**src/rtl/ad_buf_burst_framer_if.sv**
```systemverilog
// Bundle of the prefetch-FIFO read port and the HSST TX lane port.
// master: the framer (pops the FIFO, drives the lane).
// slave : the surrounding FIFO / lane logic.
interface ad_buf_burst_framer_if;
    logic [31:0] fifo_data;
    logic        fifo_vld;
    logic        fifo_en;
    logic [31:0] tx_data;
    logic [3:0]  tx_k;
    logic        tx_rdy;

    modport master (
        input  fifo_data,
        input  fifo_vld,
        input  tx_rdy,
        output fifo_en,
        output tx_data,
        output tx_k
    );

    modport slave (
        output fifo_data,
        output fifo_vld,
        output tx_rdy,
        input  fifo_en,
        input  tx_data,
        input  tx_k
    );
endinterface

```
**src/rtl/ad_buf_burst_framer.sv**
```systemverilog
// AD prefetch FIFO read-side framer: pops 32-bit words and frames them into
// HEAD / BURST_LEN x DATA / TAIL bursts for the HSST TX lane. FILL words are
// inserted whenever the FIFO runs dry inside a burst; IDLE words between bursts.
module ad_buf_burst_framer #(
    parameter int unsigned BURST_LEN = 64
) (
    input  logic                          rd_clk,
    input  logic                          rd_rst,
    ad_buf_burst_framer_if.master         bus,
    output logic [7:0]                    seq,
    output logic [15:0]                   burst_cnt,
    output logic                          busy
);

    localparam logic [31:0] IDLE_WORD = 32'h5050_50BC;
    localparam logic [3:0]  K_CTRL    = 4'b0001;
    localparam logic [3:0]  K_DATA    = 4'b0000;
    localparam logic [15:0] LEN16     = 16'(BURST_LEN);
    localparam logic [15:0] LAST_IDX  = 16'(BURST_LEN - 1);

    typedef enum logic [1:0] {
        ST_IDLE,
        ST_DATA,
        ST_TAIL
    } state_t;

    state_t      state_q,     state_d;
    logic [15:0] cnt_q,       cnt_d;
    logic [15:0] csum_q,      csum_d;
    logic [7:0]  seq_q,       seq_d;
    logic [15:0] burst_cnt_q, burst_cnt_d;
    logic [31:0] tx_data_q,   tx_data_d;
    logic [3:0]  tx_k_q,      tx_k_d;

    // Next-state and next-output logic; nothing moves unless the lane advances.
    always_comb begin
        // NOTE: every variable gets a hold default first so no path infers a latch.
        state_d     = state_q;
        cnt_d       = cnt_q;
        csum_d      = csum_q;
        seq_d       = seq_q;
        burst_cnt_d = burst_cnt_q;
        tx_data_d   = tx_data_q;
        tx_k_d      = tx_k_q;

        if (bus.tx_rdy) begin
            unique case (state_q)
                ST_IDLE: begin
                    if (bus.fifo_vld) begin
                        // Header is generated locally; the FIFO is not popped here.
                        tx_data_d = {LEN16, seq_q, 8'hFB};
                        tx_k_d    = K_CTRL;
                        cnt_d     = '0;
                        csum_d    = '0;
                        state_d   = ST_DATA;
                    end else begin
                        tx_data_d = IDLE_WORD;
                        tx_k_d    = K_CTRL;
                    end
                end

                ST_DATA: begin
                    if (bus.fifo_vld) begin
                        tx_data_d = bus.fifo_data;
                        tx_k_d    = K_DATA;
                        cnt_d     = cnt_q + 16'd1;
                        csum_d    = csum_q + bus.fifo_data[31:16] + bus.fifo_data[15:0];
                        if (cnt_q == LAST_IDX) begin
                            state_d = ST_TAIL;
                        end
                    end else begin
                        // FIFO dry mid-burst: keep the lane aligned with FILL.
                        tx_data_d = IDLE_WORD;
                        tx_k_d    = K_CTRL;
                    end
                end

                ST_TAIL: begin
                    tx_data_d   = {csum_q, 8'h00, 8'hFD};
                    tx_k_d      = K_CTRL;
                    seq_d       = seq_q + 8'd1;
                    burst_cnt_d = burst_cnt_q + 16'd1;
                    state_d     = ST_IDLE;
                end

                default: begin
                    state_d = ST_IDLE;
                end
            endcase
        end
    end

    // State and output registers with asynchronous reset to an idle lane.
    always_ff @(posedge rd_clk or posedge rd_rst) begin
        if (rd_rst) begin
            state_q     <= ST_IDLE;
            cnt_q       <= '0;
            csum_q      <= '0;
            seq_q       <= '0;
            burst_cnt_q <= '0;
            tx_data_q   <= IDLE_WORD;
            tx_k_q      <= K_CTRL;
        end else begin
            // NOTE: non-blocking so every register samples the pre-edge values.
            state_q     <= state_d;
            cnt_q       <= cnt_d;
            csum_q      <= csum_d;
            seq_q       <= seq_d;
            burst_cnt_q <= burst_cnt_d;
            tx_data_q   <= tx_data_d;
            tx_k_q      <= tx_k_d;
        end
    end

    // Pop only while carrying payload and the lane is advancing.
    always_comb begin
        bus.fifo_en = (state_q == ST_DATA) && bus.tx_rdy;
    end

    assign bus.tx_data = tx_data_q;
    assign bus.tx_k    = tx_k_q;
    assign seq         = seq_q;
    assign burst_cnt   = burst_cnt_q;
    assign busy        = (state_q != ST_IDLE);

endmodule
```
**src/flat_wrapper.sv**
```systemverilog
// flat-port wrapper written by rule: the top's interface ports become plain ports
module ad_buf_burst_framer_flat 
#(
    parameter int unsigned BURST_LEN = 64
)
  (rd_clk, rd_rst, seq, burst_cnt, busy, bus_fifo_data, bus_fifo_vld, bus_tx_rdy, bus_fifo_en, bus_tx_data, bus_tx_k);
  ad_buf_burst_framer_if bus_i ();
  input  logic rd_clk;
  input  logic rd_rst;
  output logic [7:0] seq;
  output logic [15:0] burst_cnt;
  output logic busy;
  input wire logic [$bits(bus_i.fifo_data)-1:0] bus_fifo_data;
  input wire logic [$bits(bus_i.fifo_vld)-1:0] bus_fifo_vld;
  input wire logic [$bits(bus_i.tx_rdy)-1:0] bus_tx_rdy;
  output wire logic [$bits(bus_i.fifo_en)-1:0] bus_fifo_en;
  output wire logic [$bits(bus_i.tx_data)-1:0] bus_tx_data;
  output wire logic [$bits(bus_i.tx_k)-1:0] bus_tx_k;
  assign bus_i.fifo_data = bus_fifo_data;
  assign bus_i.fifo_vld = bus_fifo_vld;
  assign bus_i.tx_rdy = bus_tx_rdy;
  assign bus_fifo_en = bus_i.fifo_en;
  assign bus_tx_data = bus_i.tx_data;
  assign bus_tx_k = bus_i.tx_k;
  ad_buf_burst_framer #(.BURST_LEN(BURST_LEN)) u_core (.rd_clk(rd_clk), .rd_rst(rd_rst), .bus(bus_i), .seq(seq), .burst_cnt(burst_cnt), .busy(busy));
endmodule
```
**config.mk**
```make
export PLATFORM = sky130hd
export DESIGN_NAME = ad_buf_burst_framer_flat
export DESIGN_NICKNAME = d
export VERILOG_FILES = /design/src/rtl/ad_buf_burst_framer_if.sv /design/src/rtl/ad_buf_burst_framer.sv /design/src/flat_wrapper.sv
export SDC_FILE = /design/constraint.sdc
export NUM_CORES = 1
export LEC_CHECK = 0
export CORE_UTILIZATION = 45
export CTS_BUF_LIST = sky130_fd_sc_hd__clkbuf_16
export DETAILED_ROUTE_END_ITERATION = 8
export GPL_ROUTABILITY_DRIVEN = 0
export PLACE_DENSITY = 0.71
export SETUP_SLACK_MARGIN = 0.02
export SYNTH_ARGS = -nofsm -noshare
export SYNTH_HDL_FRONTEND = slang
export SYNTH_SLANG_ARGS = --single-unit
```
**constraint.sdc**
```tcl
create_clock -name rd_clk -period 10.1 [get_ports rd_clk]
set_input_delay 3.03 -clock rd_clk [delete_from_list [all_inputs] [get_ports rd_clk]]
set_output_delay 3.03 -clock rd_clk [all_outputs]
set_load 0.02 [all_outputs]
```
==> impl_results.md <==
- Status: finished, final reports clean
- Gr ovfl total: 0
- Setup violators final: 0
- Initial Util: between 40% and 50%
- Gr usage total: between 20 and 25%
- FMAX: approximately 130 MHz
- Post-synth cell types: 52
- Worst r2r path cells: 9
- Dpl hpwl: approximately 9 mm
- Maximum Capacitance Violations: 0
- Worst slew margin: a little over a quarter
- Wirelength per Cell: 16.9 um
- Port buffer count: 94
- Unrepaired setup endpoints after global routing: no
- Critical Path Sink Type: output port
- Period utilisation layout: between 70% and 80%
- Setup tns final: 0 ns
- Initial drt markers: ~310
- WHS: ~0.47 ns
- Postcts setup bufs: 0
- Synth Cell Area: about 5000 um^2
- Worst VDD drop: slightly above 90 uV
- Vias in the first global route: 4006
- Number of synthesized flops with an enable pin: 0
- Area grow syn2layout: 27.1%
- Area contributors post-synth: dfrtp_1, fa_1, dfstp_2
- Clock Skew: between 0.006 and 0.007 ns
- Via Count: roughly 4.0k
- Top delay family on crit path: buffers and inverters
- WP buf/inv: 2
- Static leakage: 0.00276 uW
- Reg2Reg Launch Point: u_core.csum_q[1]
- Fin. Hold Viols: 0
- DRT Wirelength: around 12 mm
- Hold Path Origin: u_core.burst_cnt[15]
- Final net count: around 660
- Num Clock Sinks: ~90
- Final Max Slew Viols: 0
- Class of the worst hold path: register to register
- Fillers: between 900 and 1k
- Htree depth: 3
- Clock slew at reported path FFs: about 0.060 ns
- CP dominant cell by count: clkdlybuf4s50_1
- Rows: 38
- Max Buffers Root-to-Sink: 2
- Chip Width: 108 um
- Synth async-reset ratio: 100%
- Worst hold stages: 1
- Syn_area_per_cell: about 10 um^2
- Die area: between 10000 and 15000 um^2
- Worst slew pin tran: around 1.1 ns
- PwrDens: between 200 and 250 nW/um^2
- Crit-path cells: clkdlybuf4s50_1 > and2_1 > clkdlybuf4s50_1
- Area share of the largest cell type after synthesis: around 39%
- Quantity of gates resized following cts: 0
- Clock latency on the worst-skew pair: about 0.34 ns
- Register area: ~2300 um^2
- CP startpoint kind: primary input
- Post-route ant nets: 0
- First-pass GRT wire length: just over 20 mm
- Worst EP arrival: 4.45 ns
- DR vias/cell: 5.46
- Post-Synthesis Cells: just over 500
- Yosys warns: 0
- Layout cell share with drive strength beyond 1: 7.55%
- CTS root buffer: clkbuf_16
- Register bit count reported by yosys: a little over 90
- Worst reg2reg path endpoint: u_core.csum_q[13]
- TritonCTS clock tree: yes
- Worst EP required: ~7 ns
- Core area: 10800 um^2
- Ports: 98
- Residual DRC: 0
- Cts hold-fix bufs: 0
- Worst Path Max Fanout: 9
- Leading register cell type out of synthesis: dfrtp_1
- Number of CTS-inserted buffers: 9
- # diodes: 0
- Area of the multi-input gates: roughly 2600 um^2
- Worst hold endpoint: u_core.burst_cnt[15]
- Post-synth top area cell: dfrtp_1
- Crit path kind: primary input to output port
- Seq/Total Area, Yosys: between 40% and 50%
- Largest net degree at the start of global routing: 76
- First-pass detailed-route iteration total: 5
- R2r setup slk: about 7 ns
- CP max stage cell: clkdlybuf4s50_1
- Slowest Stage Delay on Critical Path: roughly 0.65 ns
- Tmin final: 7.48 ns
- Initial antenna violation count: 0
- Die Span Y: roughly 110 um
-- cell usage after synthesis (2+ instances only) --
cell type	n
mux2i_1	2
xor2_1	16
inv_1	15
or2_2	2
nor2_2	3
o21ai_0	46
and2_1	3
nand2b_1	2
o31ai_1	3
nand4_1	10
and3_1	7
xnor2_1	33
nand2_1	63
a21o_1	4
ha_1	21
nand3_1	10
buf_4	4
clkbuf_1	16
dfrtp_1	79
nor2b_1	4
fa_1	16
a22oi_1	13
nor2_1	48
dfstp_2	12
a22o_1	7
a221oi_1	6
nor3_1	7
or3_1	2
a211oi_1	5
a21oi_1	21
buf_2	2
mux2_2	2
-- worst max path at each step --
stage                from     endpoint  depth (start not counted)
4_1_cts        bus_tx_rdy  bus_fifo_en                          3
2_1_floorplan  bus_tx_rdy  bus_fifo_en                          1
5_1_grt        bus_tx_rdy  bus_fifo_en                          3
3_3_place_gp   bus_tx_rdy  bus_fifo_en                          3
3_5_place_dp   bus_tx_rdy  bus_fifo_en                          3
6_report       bus_tx_rdy  bus_fifo_en                          3
-- sequential cells by signal (all words and copies together), names as in the netlist --
signal / cells
u_core.csum_q: 16
u_core.bus.tx_k: 1
u_core.seq: 8
u_core.state_q: 2
u_core.burst_cnt: 16
u_core.cnt_q: 16
u_core.bus.tx_data: 32
-- report_power, final --
part	total (uW)	internal [uW]	switching [uW]
logic	676	296	379
registers	525	458	67.2
clock network	361	216	144
total	1560	971	591
-- stage by stage --
step	util (%)	instance area, um^2	setup WS [ns]	std cells	power [uW]
4_1_cts	58.9	6390	2.63	736	1560
5_1_grt	58.9	6390	2.57	736	1660
3_3_place_gp	56.0	6070	2.64	720	1180
6_report	58.9	6390	2.62	736	1560
2_1_floorplan	-	5030	3.82	506	971
3_5_place_dp	56.0	6070	2.63	720	1200
-- cells in the final DEF (no fill, tap or decap), types with 3 or more instances in the layout --
master / instances
nand3_1: 10
inv_1: 15
ha_1: 21
nand4_1: 10
a22o_1: 7
o21ai_0: 46
conb_1: 3
and3_1: 7
clkbuf_16: 9
xnor2_1: 33
clkdlybuf4s50_1: 94
o31ai_1: 3
nor2_1: 48
nor2_2: 3
a21o_1: 4
nand2_1: 63
fa_1: 16
and2_1: 3
a221oi_1: 6
a211oi_1: 5
nor3_1: 7
a22oi_1: 13
xor2_1: 16
buf_4: 3
a21oi_1: 21
nor2b_1: 4
dfrtp_1: 79
dfstp_2: 12
-- layer usage --
| layer | track usage [%] | share of wire (%) | vias up |
|---|---|---|---|
| li1 | - | - | 1916 |
| met1 | 32.6 | 47 | 1983 |
| met2 | 36.3 | 47 | 108 |
| met3 | 2.91 | 4.3 | 11 |
| met4 | 7.63 | 1.3 | 0 |
| met5 | 0 | 0 | - |
-- final cells by class --
type                       instances  share of cell area [%]
clock buffer                       9                    3.53
clock inverter                     7                    1.45
multi-input combinational        377                    40.4
sequential                        91                    35.9
inverter                          15                   0.901
timing repair buffer              97                    15.1
tap                              140                    2.74
-- cell families after synthesis --
logic type / share of synthesized area, %
simple gates: 15.5
compound gates: 14.6
flops: 45.6
xor+xnor: 8.54
buf+inv: 3.19
fa+ha+maj: 11.6
mux: 0.847
other cells: 0.0746
Power figures use the tool's default switching activity.
